$ cat config.mk
export PLATFORM = sky130hd
export DESIGN_NAME = unary_multi_adder
export DESIGN_NICKNAME = d
export VERILOG_FILES = /design/src/rtl/unary_pkg.sv /design/src/rtl/unary_popcount.sv /design/src/rtl/unary_multi_adder.sv
export SDC_FILE = /design/constraint.sdc
export NUM_CORES = 1
export LEC_CHECK = 0
export ABC_AREA = 1
export BUFFER_PORTS_ARGS = -buffer_cell sky130_fd_sc_hd__buf_2
export CAP_MARGIN = 25
export CORE_MARGIN = 5
export CORE_UTILIZATION = 45
export DETAILED_ROUTE_END_ITERATION = 6
export MAX_ROUTING_LAYER = met4
export PLACE_DENSITY = 0.65
export SYNTH_ARGS = -nofsm -noshare
export SYNTH_HDL_FRONTEND = slang
export SYNTH_HIERARCHICAL = 1
export SYNTH_SLANG_ARGS = --single-unit
$ cat constraint.sdc
create_clock -name clk -period 7.6 [get_ports clk]
set_input_delay 0.38 -clock clk [delete_from_list [all_inputs] [get_ports clk]]
set_output_delay 0.38 -clock clk [all_outputs]
set_load 0.005 [all_outputs]
$ cat src/rtl/unary_pkg.sv
// Shared helpers and state encoding for the unary adder family.
package unary_pkg;

    function automatic int unsigned clog2(input int unsigned v);
        int unsigned r;
        r = 0;
        while ((64'd1 << r) < 64'(v)) r++;
        return r;
    endfunction

    // Counter width able to hold the sum of all channels at full length.
    function automatic int unsigned cnt_width(input int unsigned bin_bits, input int unsigned n_in);
        return bin_bits + clog2(n_in) + 1;
    endfunction

    typedef enum logic [1:0] {IDLE, ACTIVE, DRAIN, DONE} ustate_t;

endpackage

$ cat src/rtl/unary_popcount.sv
// Combinational population count of an N_IN-bit vector.
module unary_popcount
    import unary_pkg::*;
#(
    parameter int unsigned N_IN = 4,
    localparam int unsigned PC_W = clog2(N_IN + 1)
) (
    input  logic [N_IN-1:0] bits,
    output logic [PC_W-1:0] count_c
);

    always_comb begin
        count_c = '0;
        for (int unsigned i = 0; i < N_IN; i++) begin
            count_c = count_c + PC_W'(bits[i]);
        end
    end

endmodule

$ cat src/rtl/unary_multi_adder.sv
// N-input unary adder: merges simultaneous unary trains into one contiguous train
// using a binary pending counter, with optional length cap and completion reporting.
module unary_multi_adder
    import unary_pkg::*;
#(
    parameter int unsigned BIN_BITS = 4,
    parameter int unsigned N_IN     = 4,
    parameter int unsigned SATURATE = 0,
    parameter int unsigned OUT_MAX  = 2 ** (BIN_BITS + 1),
    localparam int unsigned CNT_W   = cnt_width(BIN_BITS, N_IN)
) (
    input  logic             clk,
    input  logic             reset,
    input  logic [N_IN-1:0]  in,
    input  logic [N_IN-1:0]  chan_en,
    output logic             out,
    output logic             ready,
    output logic             done,
    output logic [CNT_W-1:0] sum_bin,
    output logic             saturated,
    output logic             overlap_err
);

    localparam int unsigned PC_W   = clog2(N_IN + 1);
    localparam bit          SAT_EN = (SATURATE != 0);

    ustate_t          state, state_next;
    logic [CNT_W-1:0] pending, pending_next;
    logic [CNT_W-1:0] emitted, emitted_next;
    logic [CNT_W-1:0] k, avail;
    logic [N_IN-1:0]  act;
    logic [PC_W-1:0]  raw_k;
    logic             counting, cap, cap_next, late_in;

    assign act = in & chan_en;

    unary_popcount #(.N_IN(N_IN)) u_popcount (
        .bits    (act),
        .count_c (raw_k)
    );

    // Per-cycle datapath terms and next-state selection.
    always_comb begin
        counting     = (state == IDLE) || (state == ACTIVE);
        k            = counting ? CNT_W'(raw_k) : '0;
        avail        = pending + k;
        cap          = SAT_EN && (emitted == CNT_W'(OUT_MAX));
        out          = (state != DONE) && (avail != '0) && !cap;
        emitted_next = emitted + CNT_W'(out);
        // Look ahead so the cycle carrying the last capped one already heads to DONE.
        cap_next     = SAT_EN && (emitted_next == CNT_W'(OUT_MAX));
        pending_next = cap_next ? '0 : (avail - CNT_W'(out));
        late_in      = ((state == DRAIN) || (state == DONE)) && (act != '0);
        state_next   = state;
        case (state)
            IDLE:    if (k != '0) state_next = ACTIVE;
            ACTIVE:  if (k == '0) state_next = (pending_next == '0) ? DONE : DRAIN;
            DRAIN:   if ((pending_next == '0) || cap_next) state_next = DONE;
            DONE:    state_next = IDLE;
            default: state_next = IDLE;
        endcase
    end

    assign ready = (state == IDLE);

    always_ff @(posedge clk) begin
        if (reset) begin
            state       <= IDLE;
            pending     <= '0;
            emitted     <= '0;
            sum_bin     <= '0;
            done        <= 1'b0;
            saturated   <= 1'b0;
            overlap_err <= 1'b0;
        end else begin
            state   <= state_next;
            pending <= pending_next;
            emitted <= (state == DONE) ? '0 : emitted_next;
            done    <= (state_next == DONE);
            if (state_next == DONE) begin
                sum_bin   <= emitted_next;
                saturated <= cap_next;
            end
            if (late_in) overlap_err <= 1'b1;
        end
    end

endmodule

==> flow_metrics.env, run 1 <==
export IMPL_r2r_end="sum_bin[3]"
export IMPL_antenna_found_initial=0
export IMPL_yosys_cell_types_count=29
export IMPL_max_vdd_ir_drop_mv=0.104
export IMPL_crit_end="sum_bin[3]"
export IMPL_syn_area_mm2=0.00150
export IMPL_vias_per_cell=4.42
export IMPL_avgSynthCellArea_um2=6.72
export IMPL_fin_setup_tns_ns=0
export IMPL_stdcell_area_mm2=0.00166
export IMPL_async_flop_share=0
export IMPL_io_buffers=20
export IMPL_numCtsBuffers=3
export IMPL_fin_crit_sh=0.544
export IMPL_clk_latency_ns=0.31
export IMPL_drive_gt1_frac=0.152
export IMPL_clk_pin_slew_worst_paths_ns=0.14
export IMPL_synthXorXnorAreaFrac=0.0292
export IMPL_cts_root_buffer="clkbuf_4"
export IMPL_holdBufCountCts=0
export IMPL_wl_per_cell_um=9.07
export IMPL_worstSetupPathType="in -> reg"
export IMPL_fin_worst_skew_ns=0.00247
export IMPL_nets=266
export IMPL_grt_usage=0.133
export IMPL_place_gp_congestion=0.834
export IMPL_fmax_mhz=242
export IMPL_synth_compound_area_frac=0.0384
export IMPL_grt_start_max_net_pins=16
export IMPL_synth_nets=244
export IMPL_core_area_mm2=0.00328
export IMPL_ys_ff_latch=25
export IMPL_drtPass1Iterations=4
export IMPL_rows=21
export IMPL_reg2reg_slack_ns=4.14
export IMPL_yosys_area_share_simple=0.351
export IMPL_synth_top_family_by_area="simple AND/OR/NAND/NOR gates"
export IMPL_drt_iter0_markers=52
export IMPL_die_area_mm2=0.00459
export IMPL_crit_arrival_ns=4.40
export IMPL_fillerInstances=342
export IMPL_clkSinkCount=25
export IMPL_io_pins=22
export IMPL_htree_levels=1
export IMPL_wl_um=2630
export IMPL_drc=0
export IMPL_die_h_um=67.7
export IMPL_crit_path_start_kind="input pin"
export IMPL_worst_hold_path_num_cells=2
export IMPL_die_w_um=67.7
export IMPL_num_antenna_cells=0
export IMPL_area_growth_pct=11.0
export IMPL_setup_violations_final=0
export IMPL_power_density_mw_per_mm2=271
export IMPL_slew_violations=0
export IMPL_synth_edf_count=0
export IMPL_status="completed"
export IMPL_rsz0062_at_grt="no"
export IMPL_grt_pass1_wl_um=4570
export IMPL_path_max_fanout=15
export IMPL_rr_worst_depth=19
export IMPL_leakagePower_uw=0.000927
export IMPL_worstSetupStartpoint="in[0]"
export IMPL_yosys_warnings=6
export IMPL_cts_resized=0
export IMPL_hold_class="in -> reg"
export IMPL_grt_overflow_total=0
export IMPL_maxCapViolCount=0
export IMPL_grt_pass1_vias=1132
export IMPL_ant_nets=0
export IMPL_hpwl_um=2180
export IMPL_yosys_area_share_adder=0.102
export IMPL_period_minus_slack_ns=4.14
export IMPL_yosys_top_cells_count="50 x nand2_1, 48 x inv_1, 37 x nor2_1, 25 x dfxtp_1, 13 x nand3_1"
export IMPL_synth_mux_area_frac=0
export IMPL_cts_tree="built"
export IMPL_placed_area_mm2=0.00163
export IMPL_synthMostInstantiatedCell="nand2_1"
export IMPL_postCtsSetupBuffers=0
export IMPL_synth_largest_area_cell="dfxtp_1"
export IMPL_end_kind="flip-flop"
export IMPL_yosysSeqAreaShare=0.334
export IMPL_critical_path_required_ns=7.87
export IMPL_cts_buffer_depth=2
export IMPL_rr_startpoint="state[1]"
export IMPL_synth_area_leaders="dfxtp_1 33%, nand2_1 13%, inv_1 12%"
export IMPL_hold_violations=0
export IMPL_start_util=0.456
export IMPL_synth_ff_type="dfxtp_1"
export IMPL_synth_cells=223
export IMPL_vias=1283
export IMPL_synth_top_area_share=0.334
placed cells by master (no fill, tap or decap), drive strengths merged, types with 2 or more instances in the layout:
cell / netlist / layout
clkbuf: 1 / 3
a21oi: 5 / 5
buf: 2 / 20
dfxtp: 25 / 25
clkinv: 2 / 2
nor2: 40 / 40
fa: 2 / 2
xor2: 4 / 4
ha: 9 / 9
nand2: 54 / 54
nor3: 3 / 3
o21ai: 2 / 2
nand3: 17 / 17
inv: 49 / 49
flip-flops by register name, summed over array words and instances (netlist names):
| signal | cells |
|---|---|
| overlap_err | 1 |
| emitted | 7 |
| pending | 7 |
| state | 2 |
| sum_bin | 7 |
| done | 1 |
worst min-delay path by stage:
stage	startpoint	to	slack, ns
4_1_cts	reset	pending[0]	0.36
3_3_place_gp	overlap_err	overlap_err	0.43
5_1_grt	reset	pending[2]	0.37
2_1_floorplan	overlap_err	overlap_err	0.44
6_report	reset	pending[0]	0.37
3_5_place_dp	overlap_err	overlap_err	0.44
per-stage QoR:
stage / util / hold WS, ns / total power [uW] / setup WS, ns / instances
global route: 0.507 / 0.374 / 500 / 3.01 / 290
CTS: 0.507 / 0.359 / 459 / 3.44 / 290
floorplan: - / 0.441 / 347 / 3.39 / 223
finish: 0.507 / 0.367 / 452 / 3.46 / 290
global placement: 0.498 / 0.433 / 396 / 3.14 / 286
detailed placement: 0.498 / 0.442 / 396 / 3.08 / 286
layer usage:
metal | track usage | part of all wire | wire, um | vias to the layer above
li1 | - | - | - | 709
met1 | 0.166 | 0.46 | 1220 | 553
met2 | 0.222 | 0.49 | 1280 | 17
met3 | 0.0150 | 0.037 | 97 | 4
met4 | 0.0456 | 0.010 | 27 | 0
met5 | - | 0 | 0 | -
power breakdown:
part           total [uW]  internal [uW]  leakage (uW)  switching [uW]
Sequential            165            152      0.000204            12.4
Combinational         227           87.0      0.000709             140
Clock                59.7           20.1     0.0000139            39.6
Total                 452            259      0.000927             192
cells by family after synthesis:
| logic type | count (synthesis) |
|---|---|
| xor+xnor | 5 |
| simple gates | 117 |
| fa+ha+maj | 11 |
| compound gates | 10 |
| flops | 25 |
| other cells | 1 |
| buf+inv | 54 |
worst max-delay path, cell delays in order:
cell     delay [ns]
buf_2          0.07
nand2_1        0.04
inv_1          0.06
inv_1          0.06
fa_1           0.53
inv_1          0.04
ha_1           0.26
inv_1          0.05
nor2_1         0.04
ha_1           0.23
fa_1           0.41
nor2_1         0.22
nor2_2         0.09
nor4_1         0.23
a31oi_1        0.17
ha_1           0.25
ha_1           0.29
nand2_1        0.05
nor3_1         0.17
nand2_1        0.07
nor2_1         0.09
nand2_1        0.08
nor2_4         0.11
nand3_4        0.16
nand2_1        0.10
nand2_1        0.05
nor2_1         0.09
layout make-up:
type / instances / area (um^2) / share of cell area
well taps: 46 / 57.6 / 0.0346
multi-input cells: 144 / 785 / 0.471
repair buffers: 20 / 100 / 0.0602
inverters: 51 / 191 / 0.115
clock buffers: 3 / 22.5 / 0.0135
clock inverters: 1 / 7.51 / 0.00451
flip-flops and latches: 25 / 500 / 0.301
(Power assumes the default switching activity.)
==> inputs of run 2 (changes only) <==
==> constraint.sdc (replaced) <==
create_clock -name clk -period 4.3 [get_ports clk]
set_input_delay 0.215 -clock clk [delete_from_list [all_inputs] [get_ports clk]]
set_output_delay 0.215 -clock clk [all_outputs]
set_load 0.005 [all_outputs]
==> run 2 against run 1 <==
Die area is the same. Via count grew 1.1%. Clock skew grew 0.0044 ns. Worst hold slack lost 0.18 ns. Cell area grew 2.3%. Flip-flop and latch count is the same. Register-to-register slack lost 3.3 ns. Count of clock-buffer cells in the layout is the same. Combinational power grew 88%. Sequential share of layout area shrank 0.68 points. Worst setup slack lost 3.1 ns. Largest power group unchanged.
==> flow_metrics.env, run 2 (synthesis gave the netlist of run 1 again) <==
export IMPL_status="completed"
export IMPL_final_common_cell="nand2_1"
export IMPL_ant_nets=0
export IMPL_crit_arrival_ns=4.17
export IMPL_grt_pass1_wl_um=4820
export IMPL_io_buffers=20
export IMPL_start_util=0.456
export IMPL_crit_path_start_kind="input pin"
export IMPL_drc=0
export IMPL_worstSetupPathType="in -> reg"
export IMPL_leakagePower_uw=0.000944
export IMPL_multi_input_area_um2=793
export IMPL_holdBufCountCts=0
export IMPL_path_max_fanout=15
export IMPL_stdcell_area_mm2=0.00170
export IMPL_clk_latency_ns=0.32
export IMPL_vias_per_cell=4.41
export IMPL_placed_area_mm2=0.00166
export IMPL_drive_gt1_frac=0.177
export IMPL_io_pins=22
export IMPL_cts_resized=0
export IMPL_cts_root_buffer="clkbuf_4"
export IMPL_vias=1297
export IMPL_core_area_mm2=0.00328
export IMPL_cpMostUsedCell="nand2_1"
export IMPL_slew_violations=0
export IMPL_numCtsBuffers=3
export IMPL_hpwl_um=2200
export IMPL_grt_usage=0.141
export IMPL_critical_path_required_ns=4.58
export IMPL_top_regs="emitted: 7 flops, pending: 7 flops, sum_bin: 7 flops"
export IMPL_die_h_um=67.7
export IMPL_cts_buffer_depth=2
export IMPL_final_cell_mix="50 x nand2_1, 48 x inv_1, 36 x nor2_1, 25 x dfxtp_1, 20 x buf_2"
export IMPL_grt_start_max_net_pins=16
export IMPL_hold_violations=0
export IMPL_grt_pass1_vias=1192
export IMPL_place_gp_congestion=0.878
export IMPL_htree_levels=1
export IMPL_num_antenna_cells=0
export IMPL_nets=270
export IMPL_seqCellArea_um2=500
export IMPL_wl_um=2650
export IMPL_postCtsSetupBuffers=0
export IMPL_power_density_mw_per_mm2=485
export IMPL_end_kind="flip-flop"
export IMPL_fin_worst_skew_ns=0.00684
export IMPL_rsz0062_at_grt="yes"
export IMPL_fin_crit_sh=0.906
export IMPL_clk_pin_slew_worst_paths_ns=0.14
export IMPL_cp_slowest_cell="fa_1"
export IMPL_die_area_mm2=0.00459
export IMPL_rr_worst_depth=21
export IMPL_die_w_um=67.7
export IMPL_rows=21
export IMPL_worst_hold_path_num_cells=2
export IMPL_drtPass1Iterations=4
export IMPL_maxCapViolCount=0
export IMPL_slowest_delay_ns=0.52
export IMPL_grt_overflow_total=0
export IMPL_wl_per_cell_um=9.02
export IMPL_setup_violations_final=0
export IMPL_max_vdd_ir_drop_mv=0.228
export IMPL_clkSinkCount=25
export IMPL_fmax_mhz=257
export IMPL_drt_iter0_markers=61
export IMPL_period_minus_slack_ns=3.89
export IMPL_area_growth_pct=13.6
export IMPL_cts_tree="built"
export IMPL_antenna_found_initial=0
export IMPL_fillerInstances=339
export IMPL_hold_class="in -> reg"
export IMPL_final_core_util=0.518
[run 2: area by class of cell]
type	instances	share of cell area
clock buffer	3	0.0132
timing repair buffer	24	0.0764
multi-input combinational	144	0.466
sequential	25	0.294
inverter	51	0.112
tap	46	0.0338
clock inverter	1	0.00441
[run 2: critical path, delay by kind of cell]
family	cells	cell delay, ns
buffers and inverters	6	0.33
adder cells (fa/ha/maj)	6	1.94
AO/OA/AOI/OAI	1	0.11
AND/OR/NAND/NOR	16	1.57
[run 2: through the flow]
stage / TNS, ns / power, uW / setup slack (ns) / std cells / hold slack (ns)
2_1_floorplan: 0 / 613 / 0.259 / 223 / 0.284
3_3_place_gp: 0 / 717 / 0.00217 / 290 / 0.439
3_5_place_dp: -0.169 / 720 / -0.0335 / 290 / 0.447
4_1_cts: 0 / 832 / 0.313 / 294 / 0.181
5_1_grt: -0.00407 / 915 / -0.00407 / 294 / 0.186
6_report: 0 / 826 / 0.405 / 294 / 0.186
[run 2: power breakdown]
group | internal, uW | switching (uW) | leakage, uW
registers | 269 | 22.1 | 0.000204
clock network | 35.6 | 73.6 | 0.0000139
logic | 175 | 251 | 0.000726
total | 480 | 346 | 0.000944
[run 2: path summary, 6_finish.rpt]
| check | start | to | slack [ns] |
|---|---|---|---|
| worst max-delay path | in[0] | sum_bin[3] | 0.41 |
| worst min-delay path | reset | pending[0] | 0.19 |
| worst max register to register | state[1] | sum_bin[3] | 0.87 |
| worst min register to register | overlap_err | overlap_err | 0.46 |
[run 2: per-layer routing]
layer	vias to the layer above	part of all wire	GRT usage
met4	0	0.011	0.0532
met5	-	0	-
li1	712	-	-
met3	4	0.018	0.0150
met1	572	0.49	0.178
met2	9	0.48	0.230
